$ cat src/rtl/scan_anillo_n_if.sv
// Bus bundle for scan_anillo_n: digit values in, scan/anode drive out.
// With SCAN_DIMMING_EN defined the bundle also carries the i_Bright level.
interface scan_anillo_n_if #(
    parameter int N_DIGITS = 4,
    parameter int DIG_W    = 4
);
    localparam int SEL_W = (N_DIGITS > 1) ? $clog2(N_DIGITS) : 1;

    logic                      i_En;
    logic [N_DIGITS*DIG_W-1:0] i_Data;
    logic [N_DIGITS-1:0]       i_DpMask;
`ifdef SCAN_DIMMING_EN
    logic [3:0]                i_Bright;
`endif
    logic [SEL_W-1:0]          o_Sel;
    logic [N_DIGITS-1:0]       o_Anodos;
    logic [DIG_W-1:0]          o_Digit;
    logic                      o_Dp;
    logic                      o_Tick;
    logic                      o_Frame;

`ifdef SCAN_DIMMING_EN
    modport master (output i_En, i_Data, i_DpMask, i_Bright,
                    input  o_Sel, o_Anodos, o_Digit, o_Dp, o_Tick, o_Frame);
    modport slave  (input  i_En, i_Data, i_DpMask, i_Bright,
                    output o_Sel, o_Anodos, o_Digit, o_Dp, o_Tick, o_Frame);
`else
    modport master (output i_En, i_Data, i_DpMask,
                    input  o_Sel, o_Anodos, o_Digit, o_Dp, o_Tick, o_Frame);
    modport slave  (input  i_En, i_Data, i_DpMask,
                    output o_Sel, o_Anodos, o_Digit, o_Dp, o_Tick, o_Frame);
`endif
endinterface

$ cat src/rtl/scan_anillo_n.sv
// Multiplexed display scanner: prescaled slots, leading blank time, frame snapshot.
// Optional SCAN_DIMMING_EN adds i_Bright to shorten the on-time of each slot.
module scan_anillo_n #(
    parameter int N_DIGITS  = 4,
    parameter int DIG_W     = 4,
    parameter int PRESC     = 50000,
    parameter int BLANK     = 16,
    parameter int ANODE_ACT = 1
) (
    input logic            i_Clk,
    input logic            i_Reset,
    scan_anillo_n_if.slave bus
);
    localparam int SEL_W = (N_DIGITS > 1) ? $clog2(N_DIGITS) : 1;
    localparam int PW    = $clog2(PRESC);

    localparam logic [PW-1:0]       P_LAST   = PW'(PRESC - 1);
    localparam logic [SEL_W-1:0]    SEL_LAST = SEL_W'(N_DIGITS - 1);
    localparam logic [N_DIGITS-1:0] AN_OFF   = {N_DIGITS{ANODE_ACT == 0}};
    localparam logic [N_DIGITS-1:0] AN_ONE   = {{(N_DIGITS-1){1'b0}}, 1'b1};
    localparam logic [31:0]         BLANK_U  = 32'(BLANK);
    localparam logic [31:0]         SPAN_U   = 32'(PRESC - BLANK);

    typedef enum logic [1:0] {S_IDLE, S_BLANK, S_SHOW} state_t;

    state_t                    state_q, state_d;
    logic [PW-1:0]             p_q, p_d, p_inc;
    logic [SEL_W-1:0]          sel_q, sel_d;
    logic [N_DIGITS*DIG_W-1:0] snap_dat_q, snap_dat_d;
    logic [N_DIGITS-1:0]       snap_dp_q, snap_dp_d;
    logic [N_DIGITS-1:0]       an_q, an_d;
    logic [DIG_W-1:0]          dig_q, dig_d;
    logic                      dp_q, dp_d;
    logic                      tick_q, tick_d;
    logic                      frame_q, frame_d;
    logic [31:0]               on_len;
    logic [31:0]               p_ext;

`ifdef SCAN_DIMMING_EN
    logic [3:0] bright_q, bright_d;
    assign on_len = (SPAN_U * (32'(bright_q) + 32'd1)) >> 4;
`else
    assign on_len = SPAN_U;
`endif

    always_comb begin
        state_d    = state_q;
        p_d        = p_q;
        sel_d      = sel_q;
        snap_dat_d = snap_dat_q;
        snap_dp_d  = snap_dp_q;
        an_d       = AN_OFF;
        dig_d      = dig_q;
        dp_d       = dp_q;
        tick_d     = 1'b0;
        frame_d    = 1'b0;
        p_inc      = p_q + 1'b1;
        p_ext      = 32'(p_inc);
`ifdef SCAN_DIMMING_EN
        bright_d   = bright_q;
`endif
        if (!bus.i_En) begin
            state_d = S_IDLE;
            p_d     = '0;
            sel_d   = '0;
            dig_d   = snap_dat_q[DIG_W-1:0];
            dp_d    = snap_dp_q[0];
        end else if (state_q == S_IDLE || p_q == P_LAST) begin
            // Slot start: digit/dp are loaded here so they stay put through blanking.
            state_d = S_BLANK;
            p_d     = '0;
            tick_d  = 1'b1;
            sel_d   = (state_q == S_IDLE || sel_q == SEL_LAST) ? '0 : sel_q + 1'b1;
            if (sel_d == '0) begin
                frame_d    = 1'b1;
                snap_dat_d = bus.i_Data;
                snap_dp_d  = bus.i_DpMask;
            end
`ifdef SCAN_DIMMING_EN
            bright_d = bus.i_Bright;
`endif
            dig_d = snap_dat_d[sel_d*DIG_W +: DIG_W];
            dp_d  = snap_dp_d[sel_d];
        end else begin
            p_d = p_inc;
            if (p_ext >= BLANK_U && p_ext < BLANK_U + on_len)
                state_d = S_SHOW;
            else
                state_d = S_BLANK;
            if (state_d == S_SHOW)
                an_d = (AN_ONE << sel_q) ^ AN_OFF;
        end
    end

    always_ff @(posedge i_Clk or posedge i_Reset) begin
        if (i_Reset) begin
            state_q    <= S_IDLE;
            p_q        <= '0;
            sel_q      <= '0;
            snap_dat_q <= '0;
            snap_dp_q  <= '0;
            an_q       <= AN_OFF;
            dig_q      <= '0;
            dp_q       <= 1'b0;
            tick_q     <= 1'b0;
            frame_q    <= 1'b0;
`ifdef SCAN_DIMMING_EN
            bright_q   <= '0;
`endif
        end else begin
            state_q    <= state_d;
            p_q        <= p_d;
            sel_q      <= sel_d;
            snap_dat_q <= snap_dat_d;
            snap_dp_q  <= snap_dp_d;
            an_q       <= an_d;
            dig_q      <= dig_d;
            dp_q       <= dp_d;
            tick_q     <= tick_d;
            frame_q    <= frame_d;
`ifdef SCAN_DIMMING_EN
            bright_q   <= bright_d;
`endif
        end
    end

    assign bus.o_Sel    = sel_q;
    assign bus.o_Anodos = an_q;
    assign bus.o_Digit  = dig_q;
    assign bus.o_Dp     = dp_q;
    assign bus.o_Tick   = tick_q;
    assign bus.o_Frame  = frame_q;
endmodule

$ cat src/flat_wrapper.sv
// flat-port wrapper written by rule: the top's interface ports become plain ports
module scan_anillo_n_flat 
#(
    parameter int N_DIGITS  = 4,
    parameter int DIG_W     = 4,
    parameter int PRESC     = 50000,
    parameter int BLANK     = 16,
    parameter int ANODE_ACT = 1
)
  (i_Clk, i_Reset, bus_i_En, bus_i_Data, bus_i_DpMask, bus_o_Sel, bus_o_Anodos, bus_o_Digit, bus_o_Dp, bus_o_Tick, bus_o_Frame);
  scan_anillo_n_if #(.N_DIGITS(N_DIGITS), .DIG_W(DIG_W)) bus_i ();
  input logic i_Clk;
  input logic i_Reset;
  input wire logic [$bits(bus_i.i_En)-1:0] bus_i_En;
  input wire logic [$bits(bus_i.i_Data)-1:0] bus_i_Data;
  input wire logic [$bits(bus_i.i_DpMask)-1:0] bus_i_DpMask;
  output wire logic [$bits(bus_i.o_Sel)-1:0] bus_o_Sel;
  output wire logic [$bits(bus_i.o_Anodos)-1:0] bus_o_Anodos;
  output wire logic [$bits(bus_i.o_Digit)-1:0] bus_o_Digit;
  output wire logic [$bits(bus_i.o_Dp)-1:0] bus_o_Dp;
  output wire logic [$bits(bus_i.o_Tick)-1:0] bus_o_Tick;
  output wire logic [$bits(bus_i.o_Frame)-1:0] bus_o_Frame;
  assign bus_i.i_En = bus_i_En;
  assign bus_i.i_Data = bus_i_Data;
  assign bus_i.i_DpMask = bus_i_DpMask;
  assign bus_o_Sel = bus_i.o_Sel;
  assign bus_o_Anodos = bus_i.o_Anodos;
  assign bus_o_Digit = bus_i.o_Digit;
  assign bus_o_Dp = bus_i.o_Dp;
  assign bus_o_Tick = bus_i.o_Tick;
  assign bus_o_Frame = bus_i.o_Frame;
  scan_anillo_n #(.N_DIGITS(N_DIGITS), .DIG_W(DIG_W), .PRESC(PRESC), .BLANK(BLANK), .ANODE_ACT(ANODE_ACT)) u_core (.i_Clk(i_Clk), .i_Reset(i_Reset), .bus(bus_i));
endmodule
$ cat config.mk
export PLATFORM = sky130hd
export DESIGN_NAME = scan_anillo_n_flat
export DESIGN_NICKNAME = d
export VERILOG_FILES = /design/src/rtl/scan_anillo_n_if.sv /design/src/rtl/scan_anillo_n.sv /design/src/flat_wrapper.sv
export SDC_FILE = /design/constraint.sdc
export NUM_CORES = 1
export LEC_CHECK = 0
export BUFFER_PORTS_ARGS = -buffer_cell sky130_fd_sc_hd__buf_2
export CELL_PAD_IN_SITES_DETAIL_PLACEMENT = 0
export CELL_PAD_IN_SITES_GLOBAL_PLACEMENT = 2
export CORE_MARGIN = 8
export CORE_UTILIZATION = 30
export CTS_CLUSTER_DIAMETER = 200
export DETAILED_ROUTE_END_ITERATION = 12
export GPL_ROUTABILITY_DRIVEN = 1
export MAX_ROUTING_LAYER = met4
export PLACE_DENSITY_LB_ADDON = 0.1
export SLEW_MARGIN = 30
export SYNTH_ARGS = -nofsm -noshare
export SYNTH_HDL_FRONTEND = slang
export SYNTH_SLANG_ARGS = --single-unit
$ cat constraint.sdc
create_clock -name i_Clk -period 4.54 [get_ports i_Clk]
set_input_delay 0.908 -clock i_Clk [delete_from_list [all_inputs] [get_ports i_Clk]]
set_output_delay 0.908 -clock i_Clk [all_outputs]
set_load 0.02 [all_outputs]
==> flow_metrics.tcl, run 1 <==
set metrics [dict create \
    result_of_the_run "complete, no violations" \
    cell_area_placed_sq_um 2900 \
    power_uw 958.6 \
    post_route_cells_drive_above_1_share_pct 26.62 \
    routabilityCongestion 0.7719 \
    clock-sinks 51 \
    r2r_cells 6 \
    height_of_the_die_microns 109.6 \
    drt_pass1_iterations 4 \
    antenna_cells_inserted 0 \
    first_global_vias 1883 \
    slew_viol_final 0 \
    slew_headroom_pct 46.00 \
    core.rowCount 34 \
    cp_slowest_stage_delay_ps 590 \
    synth.lib_cells_used.distinct 47 \
    path_clk_slew_ps 100 \
    fillerInstances 880 \
    yosys_register_bits 51 \
    vias 1840 \
    achievable-frequency_ghz 0.3784 \
    synth_top_cells_by_area "sky130_fd_sc_hd__dfrtp_1 (49%), sky130_fd_sc_hd__mux2_2 (8.6%), sky130_fd_sc_hd__mux2i_1 (5.3%), sky130_fd_sc_hd__nor2_1 (4.6%), sky130_fd_sc_hd__xnor2_1 (3.0%)" \
    synth_largest_area_cell "sky130_fd_sc_hd__dfrtp_1" \
    cts.path.max_buffers 2 \
    fraction_of_the_yosys_area_taken_by_sequential_cells_pct 48.55 \
    syn2layout_area_growth_pct 13.95 \
    start_util_pct 30.59 \
    synth_ff_type "sky130_fd_sc_hd__dfrtp_1" \
    drt_iter0_drc 111 \
    drt.antenna.violating_nets 0 \
    syn_avg_cell_area_sq_um 10.64 \
    peakVddDrop_mv 0.1243 \
    postSynthCellCount 247 \
    setup.worst_path.start_class "register" \
    worstPathCellList "inv_1 -> ha_1 -> o21a_1 -> nand3b_1 -> buf_6 -> mux2_2" \
    final-setup-viol-count 0 \
    asyncSetResetFlopFracSynth_pct 100.0 \
    timing.setup.tns_ps 0 \
    cp_top_family "flip-flops" \
    critical_path.n_buffers_inverters 2 \
    max-cap-violations 0 \
    cp_num_cells 6 \
    grt_pass1_wl_mm 10.27 \
    clock_insertion_delay_worst_skew_ps 310 \
    synth_top_cells_by_count "sky130_fd_sc_hd__dfrtp_1 (51), sky130_fd_sc_hd__nor2_1 (32), sky130_fd_sc_hd__mux2_2 (20), sky130_fd_sc_hd__mux2i_1 (14)" \
    most_used_standard_cell_by_instance_count_after_synthesis "sky130_fd_sc_hd__dfrtp_1" \
    drc_errors 0 \
    setup.worst_path.end_class "register" \
    synth_enable_flop_cells 0 \
    criticalPathCategory "register to register" \
    crit-reg2reg-launch "u_core.bus.o_Sel[0]" \
    grt_remaining_overflow 0 \
    antenna_violations_before_repair 0 \
    critPathArrivalTime_ps 2840 \
    global_router_s_overall_resource_usage_pct 11.24 \
    netlist_area_before_placement_sq_um 2629 \
    cts.repair_timing.setup_buffer_count 0 \
    routed_wl_mm 6.100 \
    yosys_warnings 0 \
    cts-buffers-inserted 5 \
    cp_slowest_cell "sky130_fd_sc_hd__dfrtp_1" \
    finalInstanceArea_sq_um 2995 \
    grt_setup_unrepaired "no" \
    layout_min_cycle_time_ps 2643 \
    cts-root-buf "sky130_fd_sc_hd__clkbuf_8" \
    finish.net_count 305 \
    core_area_sq_um 8593 \
    setup_skew_after_layout_ps 8.927 \
    timing.hold.worst.class "primary input to async pin" \
    post-dp-hpwl_mm 4.437 \
    power-per-cell-area_nw_per_um2 320.0 \
    cts_resized 0 \
    cts_tree "yes" \
    clock_tree.htree_level_count 2 \
    die_width_microns 109.6 \
    max_slew.worst_pin.slew_ps 809.9 \
    routedWlPerCell_microns 15.80 \
    setup.worst_path.start "u_core.bus.o_Sel[0]" \
    crit_fanout 13 \
    io_pins 36 \
    syn_nets 275 \
    io_buffer_count 35 \
    die_area_sq_um 12010 \
    post_cts_hold_buffer_count 0 \
    drt-vias-per-instance 4.767 \
    worstSetupEndpoint "u_core.snap_dp_q[2]" \
    cellLeakagePower_nw 1.292 \
    worst_r2r_endpoint "u_core.snap_dp_q[2]" \
    synthDominantCellAreaShare_pct 48.55 \
    timing.final.crit_share_pct 58.21 \
    cp_data_required_time_ps 4740 \
    hold_viol 0 \
    grt_start_max_net_pins 44 \
    r2r_setup_slack_ps 1900 \
]
-- routing by layer --
layer	share of wire [%]	GRT usage, %
met5	0	-
met3	4.2	2.345
met2	41	14.47
met1	54	17.01
met4	0.75	2.893
-- sequential cells by signal, summed over array words and instances (netlist names) --
register / cells
u_core.p_q: 16
u_core.snap_dat_q: 16
u_core.bus.o_Anodos: 4
u_core.bus.o_Digit: 4
u_core.snap_dp_q: 4
u_core.bus.o_Sel: 2
u_core.state_q: 2
u_core.bus.o_Dp: 1
u_core.bus.o_Frame: 1
u_core.bus.o_Tick: 1
-- layout by cell type, fill, tap and decap left out, types with 2 or more instances in the layout --
cell	count
sky130_fd_sc_hd__mux2_2	20
sky130_fd_sc_hd__mux2i_1	14
sky130_fd_sc_hd__and2_1	3
sky130_fd_sc_hd__xnor2_1	9
sky130_fd_sc_hd__nor2b_1	5
sky130_fd_sc_hd__a21oi_1	12
sky130_fd_sc_hd__clkbuf_8	6
sky130_fd_sc_hd__o21a_1	3
sky130_fd_sc_hd__dfrtp_1	51
sky130_fd_sc_hd__a21boi_0	4
sky130_fd_sc_hd__ha_1	5
sky130_fd_sc_hd__nor4_1	3
sky130_fd_sc_hd__buf_4	2
sky130_fd_sc_hd__o22ai_1	5
sky130_fd_sc_hd__nor2_1	32
sky130_fd_sc_hd__inv_1	5
sky130_fd_sc_hd__buf_2	35
sky130_fd_sc_hd__o21ai_0	2
sky130_fd_sc_hd__nand3_1	4
sky130_fd_sc_hd__xor2_1	4
sky130_fd_sc_hd__nand4_1	5
sky130_fd_sc_hd__nand2_1	12
sky130_fd_sc_hd__nor3_1	10
-- metrics by stage --
| step | worst slack (ps) | instances | utilization (%) | hold slack (ps) |
|---|---|---|---|---|
| floorplan | 2289 | 247 | - | 474.0 |
| global placement | 1567 | 377 | 33.62 | 490.2 |
| detailed placement | 1871 | 378 | 33.75 | 495.1 |
| CTS | 1833 | 386 | 34.86 | 490.3 |
| global route | 1706 | 386 | 34.86 | 498.5 |
| finish | 1897 | 386 | 34.86 | 495.5 |
-- cell type report --
type	instances	area, sq um	area share (%)
Sequential cell	51	1276	42.61
Clock buffer	7	86.33	2.882
Tap cell	108	135.1	4.511
Timing Repair Buffer	38	201.4	6.725
Inverter	6	22.52	0.7519
Clock inverter	1	8.758	0.2924
Multi-Input combinational cell	175	1265	42.23
-- how the worst min path moves through the flow --
stage                                    start                   end  slack, ps  cells past startpoint
after floorplan                  u_core.p_q[0]         u_core.p_q[0]        470                      1
after global placement     u_core.snap_dp_q[0]   u_core.snap_dp_q[0]        490                      1
after detailed placement  u_core.snap_dat_q[1]  u_core.snap_dat_q[1]        500                      1
after CTS                              i_Reset         u_core.p_q[0]        490                      2
after global routing                   i_Reset         u_core.p_q[0]        500                      2
final                                  i_Reset         u_core.p_q[1]        500                      2
-- worst reg2reg max path, stage by stage (launching register included) --
cell	delay, ps
sky130_fd_sc_hd__dfrtp_1	590
sky130_fd_sc_hd__inv_1	140
sky130_fd_sc_hd__ha_1	510
sky130_fd_sc_hd__o21a_1	260
sky130_fd_sc_hd__nand3b_1	440
sky130_fd_sc_hd__buf_6	310
sky130_fd_sc_hd__mux2_2	280
-- power by group --
group          internal (mW)  switching (mW)  total, mW
Clock                  0.125           0.158      0.284
Sequential             0.501          0.0286      0.530
Combinational         0.0713          0.0737      0.145
Total                  0.698           0.261      0.959
-- cell families after synthesis --
logic type	share of synthesized area, %
and+or+nand+nor	17.71
DFF	48.55
AOI/OAI and AO/OA	8.996
muxes	14.47
buffers and inverters	3.569
xor gates and xnor gates	4.331
adders and majority gates	2.380
Note: power is estimated with default switching activity, not from simulation.
==> run 2, diff against run 1 <==
--- a/config.mk
+++ b/config.mk
@@ -5,6 +5,7 @@
 export SDC_FILE = /design/constraint.sdc
 export NUM_CORES = 1
 export LEC_CHECK = 0
+export ABC_AREA = 1
 export BUFFER_PORTS_ARGS = -buffer_cell sky130_fd_sc_hd__buf_2
 export CELL_PAD_IN_SITES_DETAIL_PLACEMENT = 0
 export CELL_PAD_IN_SITES_GLOBAL_PLACEMENT = 2
==> constraint.sdc (replaced) <==
create_clock -name i_Clk -period 2.1 [get_ports i_Clk]
set_input_delay 0.42 -clock i_Clk [delete_from_list [all_inputs] [get_ports i_Clk]]
set_output_delay 0.42 -clock i_Clk [all_outputs]
set_load 0.02 [all_outputs]
==> run 2 against run 1 <==
Effect of this change: first-iteration DRC count shrank 42%; combinational power grew 120%; critical path depth grew 4; clock skew shrank 3.6 ps; worst setup slack lost 1700 ps; largest cell class unchanged; register-to-register slack lost 1700 ps; highest routed layer unchanged; sequential power grew 110%; largest power group unchanged; worst hold slack lost 370 ps.
==> flow_metrics.tcl, run 2 <==
set metrics [dict create \
    slew_viol_final 0 \
    synth_enable_flop_cells 0 \
    criticalPathCategory "register to register" \
    drt_pass1_iterations 4 \
    synth_largest_area_cell "sky130_fd_sc_hd__dfrtp_1" \
    antenna_cells_inserted 0 \
    cp_data_required_time_ps 2290 \
    peakVddDrop_mv 0.2931 \
    synthDominantCellAreaShare_pct 50.12 \
    routedWlPerCell_microns 13.38 \
    power.combinational.fraction_pct 14.5 \
    biggestRegsByFlops "u_core.p_q x16, u_core.snap_dat_q x16" \
    critical_path.n_buffers_inverters 1 \
    timing.setup.tns_ps 0 \
    cp_slowest_cell "sky130_fd_sc_hd__dfrtp_1" \
    drt-vias-per-instance 4.459 \
    hold_viol 0 \
    die_area_sq_um 11690 \
    syn_avg_cell_area_sq_um 7.907 \
    cellLeakagePower_nw 1.543 \
    clock_tree.htree_level_count 2 \
    setup.worst_path.end_class "register" \
    p_clk_share_pct 33.2 \
    setup_skew_after_layout_ps 5.369 \
    routed_wl_mm 6.357 \
    routabilityCongestion 0.7718 \
    worst_hold_slack_ps 122.1 \
    final_common_cell "sky130_fd_sc_hd__nand2_1" \
    fraction_of_the_yosys_area_taken_by_sequential_cells_pct 50.12 \
    start_util_pct 30.99 \
    cts_resized 0 \
    post-dp-hpwl_mm 5.073 \
    global_router_s_overall_resource_usage_pct 12.31 \
    timing.hold.worst.class "primary input to async pin" \
    critPathArrivalTime_ps 2090 \
    cp_slowest_stage_delay_ps 410 \
    max_slew.worst_pin.slew_ps 482.2 \
    yosys_warnings 0 \
    grt_remaining_overflow 0 \
    clock_insertion_delay_worst_skew_ps 300 \
    drt.antenna.violating_nets 0 \
    drt_iter0_drc 64 \
    timing.critical_path.mode_cell "sky130_fd_sc_hd__nand2_1" \
    cts-root-buf "sky130_fd_sc_hd__clkbuf_8" \
    cp_top_family "simple AND/OR/NAND/NOR gates" \
    post_route_cells_drive_above_1_share_pct 17.57 \
    layout_min_cycle_time_ps 1905 \
    switchingPower_uw 570.3 \
    p_int_mw 1.583 \
    antenna_violations_before_repair 0 \
    core.rowCount 33 \
    drc_errors 0 \
    crit_fanout 10 \
    first_global_vias 2232 \
    asyncSetResetFlopFracSynth_pct 100.0 \
    cts-buffers-inserted 5 \
    synth_top_cells_by_count "sky130_fd_sc_hd__nand2_1 (88), sky130_fd_sc_hd__dfrtp_1 (51), sky130_fd_sc_hd__nor2_1 (50), sky130_fd_sc_hd__inv_1 (42), sky130_fd_sc_hd__nand3_1 (22)" \
    power-per-cell-area_nw_per_um2 709.2 \
    setup.worst_path.start "u_core.bus.o_Sel[1]" \
    achievable-frequency_ghz 0.5249 \
    worstPathCellList "inv_1 -> ha_1 -> nand2_1 -> nand2_2 -> nand2_1 -> nand3_1 -> o211ai_1 -> o211ai_1 -> nand2_1 -> nand3_1" \
    synth_ff_type "sky130_fd_sc_hd__dfrtp_1" \
    grt_start_max_net_pins 24 \
    synth.lib_cells_used.distinct 32 \
    syn_nets 350 \
    clock-sinks 51 \
    post_cts_hold_buffer_count 0 \
    syn2layout_area_growth_pct 19.26 \
    path_clk_slew_ps 90 \
    postSynthCellCount 322 \
    finish.net_count 397 \
    cts.repair_timing.setup_buffer_count 0 \
    most_used_standard_cell_by_instance_count_after_synthesis "sky130_fd_sc_hd__nand2_1" \
    timing.final.crit_share_pct 90.73 \
    result_of_the_run "complete, no violations" \
    height_of_the_die_microns 108.1 \
    core_area_sq_um 8217 \
    synth_top_cells_by_area "sky130_fd_sc_hd__dfrtp_1 (50%), sky130_fd_sc_hd__nand2_1 (13%), sky130_fd_sc_hd__nor2_1 (7.4%), sky130_fd_sc_hd__inv_1 (6.2%), sky130_fd_sc_hd__nand3_1 (4.3%)" \
    slew_headroom_pct 67.80 \
    cts_tree "yes" \
    crit-reg2reg-launch "u_core.bus.o_Sel[1]" \
    final_cell_mix "sky130_fd_sc_hd__nand2_1 (88), sky130_fd_sc_hd__dfrtp_1 (51), sky130_fd_sc_hd__nor2_1 (48)" \
    share_seq_of_total_power_pct 52.3 \
    sw_frac_of_total_pct 26.48 \
    vias 2118 \
    final-setup-viol-count 0 \
    setup.worst_path.start_class "register" \
    die_width_microns 108.1 \
    grt_setup_unrepaired "no" \
    netlist_area_before_placement_sq_um 2546 \
    io_buffer_count 35 \
    cts.path.max_buffers 2 \
    io_pins 36 \
    grt_pass1_wl_mm 10.96 \
    yosys_register_bits 51 \
    max-cap-violations 0 \
]
run 2: power by group through the flow:
stage	combinational, mW	sequential (mW)	clock [mW]
detailed placement	0.320	1.15	0
finish	0.313	1.13	0.715
CTS	0.321	1.13	0.749
floorplan	0.184	1.16	0
global route	0.364	1.14	0.782
global placement	0.319	1.15	0
run 2: metrics by stage:
stage	power, mW	instance area, sq um	std cells	setup slack (ps)	util [%]
floorplan	1.348	2546	322	145.2	-
global placement	1.465	2902	467	18.84	35.31
detailed placement	1.467	2902	467	37.19	35.31
CTS	2.198	3019	475	19.40	36.74
global route	2.288	3037	475	11.90	36.96
finish	2.154	3037	475	194.7	36.96
run 2: worst reg2reg max path, cell delays in order, from the launching register on:
cell and delay, ps:
sky130_fd_sc_hd__dfrtp_1 410, sky130_fd_sc_hd__inv_1 100, sky130_fd_sc_hd__ha_1 350, sky130_fd_sc_hd__nand2_1 130
sky130_fd_sc_hd__nand2_2 190, sky130_fd_sc_hd__nand2_1 150, sky130_fd_sc_hd__nand3_1 70, sky130_fd_sc_hd__o211ai_1 90
sky130_fd_sc_hd__o211ai_1 120, sky130_fd_sc_hd__nand2_1 100, sky130_fd_sc_hd__nand3_1 70
run 2: cell type report:
type,instances,area [sq um]
fill,887,5180
clock buffer,6,82.58
sequential,51,1276
tap,105,131.4
multi-input combinational,223,1085
inverter,44,171.4
timing repair buffer,44,255.2
clock inverter,2,35.03
run 2: cells by family after synthesis:
kind of cell | after synthesis | synth area share [%]
xor gates and xnor gates | 3 | 1.032
and+or+nand+nor | 178 | 30.22
buffers and inverters | 48 | 7.714
AOI/OAI and AO/OA | 36 | 8.059
adders and majority gates | 5 | 2.457
muxes | 1 | 0.3931
DFF | 51 | 50.12
run 2: per-layer routing:
layer  global-route usage, %  wire length, microns
met3                   2.082                   140
met5                       -                     0
met1                   13.58                  2798
met2                   22.10                  3342
met4                   3.568                    76
run 2: path summary, 6_finish.rpt:
check | to | slack, ps | cells past startpoint
setup / recovery | u_core.bus.o_Digit[1] | 190 | 10
hold / removal | u_core.bus.o_Frame | 120 | 2
setup reg to reg | u_core.bus.o_Digit[1] | 190 | 10
hold reg to reg | u_core.p_q[0] | 460 | 1
max in group asynchronous | u_core.bus.o_Tick | 1410 | 3
min in group i_Clk | u_core.snap_dat_q[7] | 320 | 3
==> run 3, diff against run 2 <==
--- a/config.mk
+++ b/config.mk
@@ -7,15 +7,13 @@
 export LEC_CHECK = 0
 export ABC_AREA = 1
 export BUFFER_PORTS_ARGS = -buffer_cell sky130_fd_sc_hd__buf_2
-export CELL_PAD_IN_SITES_DETAIL_PLACEMENT = 0
-export CELL_PAD_IN_SITES_GLOBAL_PLACEMENT = 2
 export CORE_MARGIN = 8
-export CORE_UTILIZATION = 30
+export CORE_UTILIZATION = 51
 export CTS_CLUSTER_DIAMETER = 200
 export DETAILED_ROUTE_END_ITERATION = 12
 export GPL_ROUTABILITY_DRIVEN = 1
 export MAX_ROUTING_LAYER = met4
-export PLACE_DENSITY_LB_ADDON = 0.1
+export PLACE_DENSITY = 0.75
 export SLEW_MARGIN = 30
 export SYNTH_ARGS = -nofsm -noshare
 export SYNTH_HDL_FRONTEND = slang
==> run 3 against run 2 <==
Effect of this change: sequential share of layout area grew 1.8 points; total power fell by 8.1%; die area shrank 36%; maximum frequency decreased by 0.49%; register-to-register slack is essentially flat; global-route usage grew 4.0 points; critical path depth did not move; clock skew grew 3.2 ps; highest routed layer unchanged.
==> flow_metrics.tcl, run 3 (synthesis gave the netlist of run 2 again) <==
set metrics [dict create \
    criticalPathCategory "register to register" \
    routed_wl_mm 5.518 \
    max_slew.worst_pin.slew_ps 305.2 \
    finalInstanceArea_sq_um 2915 \
    post-route-util_pct 61.32 \
    final_cell_mix "sky130_fd_sc_hd__nand2_1 (88), sky130_fd_sc_hd__dfrtp_1 (50), sky130_fd_sc_hd__nor2_1 (49)" \
    timing.setup.tns_ps 0 \
    post-dp-hpwl_mm 4.195 \
    die_width_microns 86.66 \
    io_pins 36 \
    result_of_the_run "complete, no violations" \
    syn2layout_area_growth_pct 14.50 \
    setup.worst_path.end_class "register" \
    setup.worst_path.start_class "register" \
    drt.antenna.violating_nets 0 \
    achievable-frequency_ghz 0.5223 \
    post_cts_hold_buffer_count 0 \
    die_area_sq_um 7509 \
    cts.path.max_buffers 2 \
    clock_tree.htree_level_count 2 \
    drt-vias-per-instance 5.042 \
    critPathArrivalTime_ps 2100 \
    clock_insertion_delay_worst_skew_ps 300 \
    global_router_s_overall_resource_usage_pct 16.35 \
    final_common_cell "sky130_fd_sc_hd__nand2_1" \
    cts_tree "yes" \
    antenna_violations_before_repair 0 \
    fillerInstances 445 \
    timing.final.crit_share_pct 91.18 \
    biggestRegsByFlops "u_core.p_q x16, u_core.snap_dat_q x16" \
    cp_data_required_time_ps 2280 \
    final-instance-count-excl-fill 433 \
    post_route_cells_drive_above_1_share_pct 15.85 \
    cts-root-buf "sky130_fd_sc_hd__clkbuf_8" \
    finish.net_count 393 \
    drc_errors 0 \
    routabilityCongestion 0.9104 \
    start_util_pct 53.55 \
    timing.hold.worst.class "primary input to async pin" \
    power_mw 1.979 \
    max-cap-violations 0 \
    cellLeakagePower_nw 1.505 \
    layout_min_cycle_time_ps 1915 \
    cts-buffers-inserted 5 \
    routedWlPerCell_microns 12.74 \
    place_inst 425 \
    core_area_sq_um 4755 \
    final-setup-viol-count 0 \
    setup_skew_after_layout_ps 8.609 \
    grt_pass1_wl_mm 9.611 \
    power-per-cell-area_nw_per_um2 678.9 \
    cell_area_placed_sq_um 2824 \
    grt_remaining_overflow 0 \
    peakVddDrop_mv 0.3835 \
    drt_iter0_drc 122 \
    io_buffer_count 35 \
    first_global_vias 2160 \
    grt_start_max_net_pins 52 \
    core.rowCount 25 \
    grt_setup_unrepaired "no" \
    clock-sinks 51 \
    slew_headroom_pct 79.59 \
    crit_fanout 10 \
    hold_viol 0 \
    drt_pass1_iterations 4 \
    height_of_the_die_microns 86.66 \
    vias 2183 \
    antenna_cells_inserted 0 \
    slew_viol_final 0 \
    path_clk_slew_ps 90 \
]
-- run 3: path summary, 6_finish.rpt --
check | start | to | slack (ps) | cells past startpoint
worst min register to register | u_core.p_q[0] | u_core.p_q[0] | 470 | 1
worst max-delay path | u_core.bus.o_Sel[0] | u_core.bus.o_Digit[1] | 190 | 10
min in group i_Clk | bus_i_DpMask[1] | u_core.snap_dp_q[1] | 330 | 3
worst max register to register | u_core.bus.o_Sel[0] | u_core.bus.o_Digit[1] | 190 | 10
worst min-delay path | i_Reset | u_core.snap_dat_q[10] | 150 | 3
max in group asynchronous | i_Reset | u_core.bus.o_Sel[0] | 1730 | 3
-- run 3: per-layer routing --
metal / GRT usage, % / share of wire (%)
met5: - / 0
met4: 4.225 / 1.6
met3: 3.781 / 5.3
met2: 25.90 / 48
met1: 20.55 / 45
-- run 3: timing repair --
item | in CTS | in global routing
resized for setup | 0 | 5
setup endpoints to repair | 0 | 23
setup buffers | 0 | 0
-- run 3: cell type report --
cell class | count | area, sq um | area share (%)
Clock inverter | 2 | 12.51 | 0.4292
Clock buffer | 6 | 72.57 | 2.489
Inverter | 44 | 167.7 | 5.751
Tap cell | 67 | 83.83 | 2.876
Multi-Input combinational cell | 223 | 1076 | 36.91
Sequential cell | 51 | 1277 | 43.82
Timing Repair Buffer | 40 | 225.2 | 7.725
-- run 3: where the power goes --
| part | total [mW] | internal (mW) | switching, mW |
|---|---|---|---|
| Combinational | 0.305 | 0.114 | 0.192 |
| Sequential | 1.13 | 1.08 | 0.0516 |
| Clock | 0.543 | 0.233 | 0.310 |
-- run 3: through the flow --
step / worst slack [ps] / hold WS, ps
CTS: 52.71 / 152.9
floorplan: 145.2 / 432.9
global placement: 89.48 / 444.2
global route: 26.67 / 160.6
finish: 185.3 / 149.5
detailed placement: 94.84 / 454.7
-- run 3: worst max-delay path, cell delays in order, from the launching register on --
cell and delay (ps):
sky130_fd_sc_hd__dfrtp_2 440, sky130_fd_sc_hd__inv_1 110, sky130_fd_sc_hd__ha_1 370, sky130_fd_sc_hd__nand2_1 130, sky130_fd_sc_hd__nand2_2 180, sky130_fd_sc_hd__nand2_1 130
sky130_fd_sc_hd__nand3_1 80, sky130_fd_sc_hd__o211ai_1 90, sky130_fd_sc_hd__o211ai_1 110, sky130_fd_sc_hd__nand2_1 70, sky130_fd_sc_hd__nand3_1 80
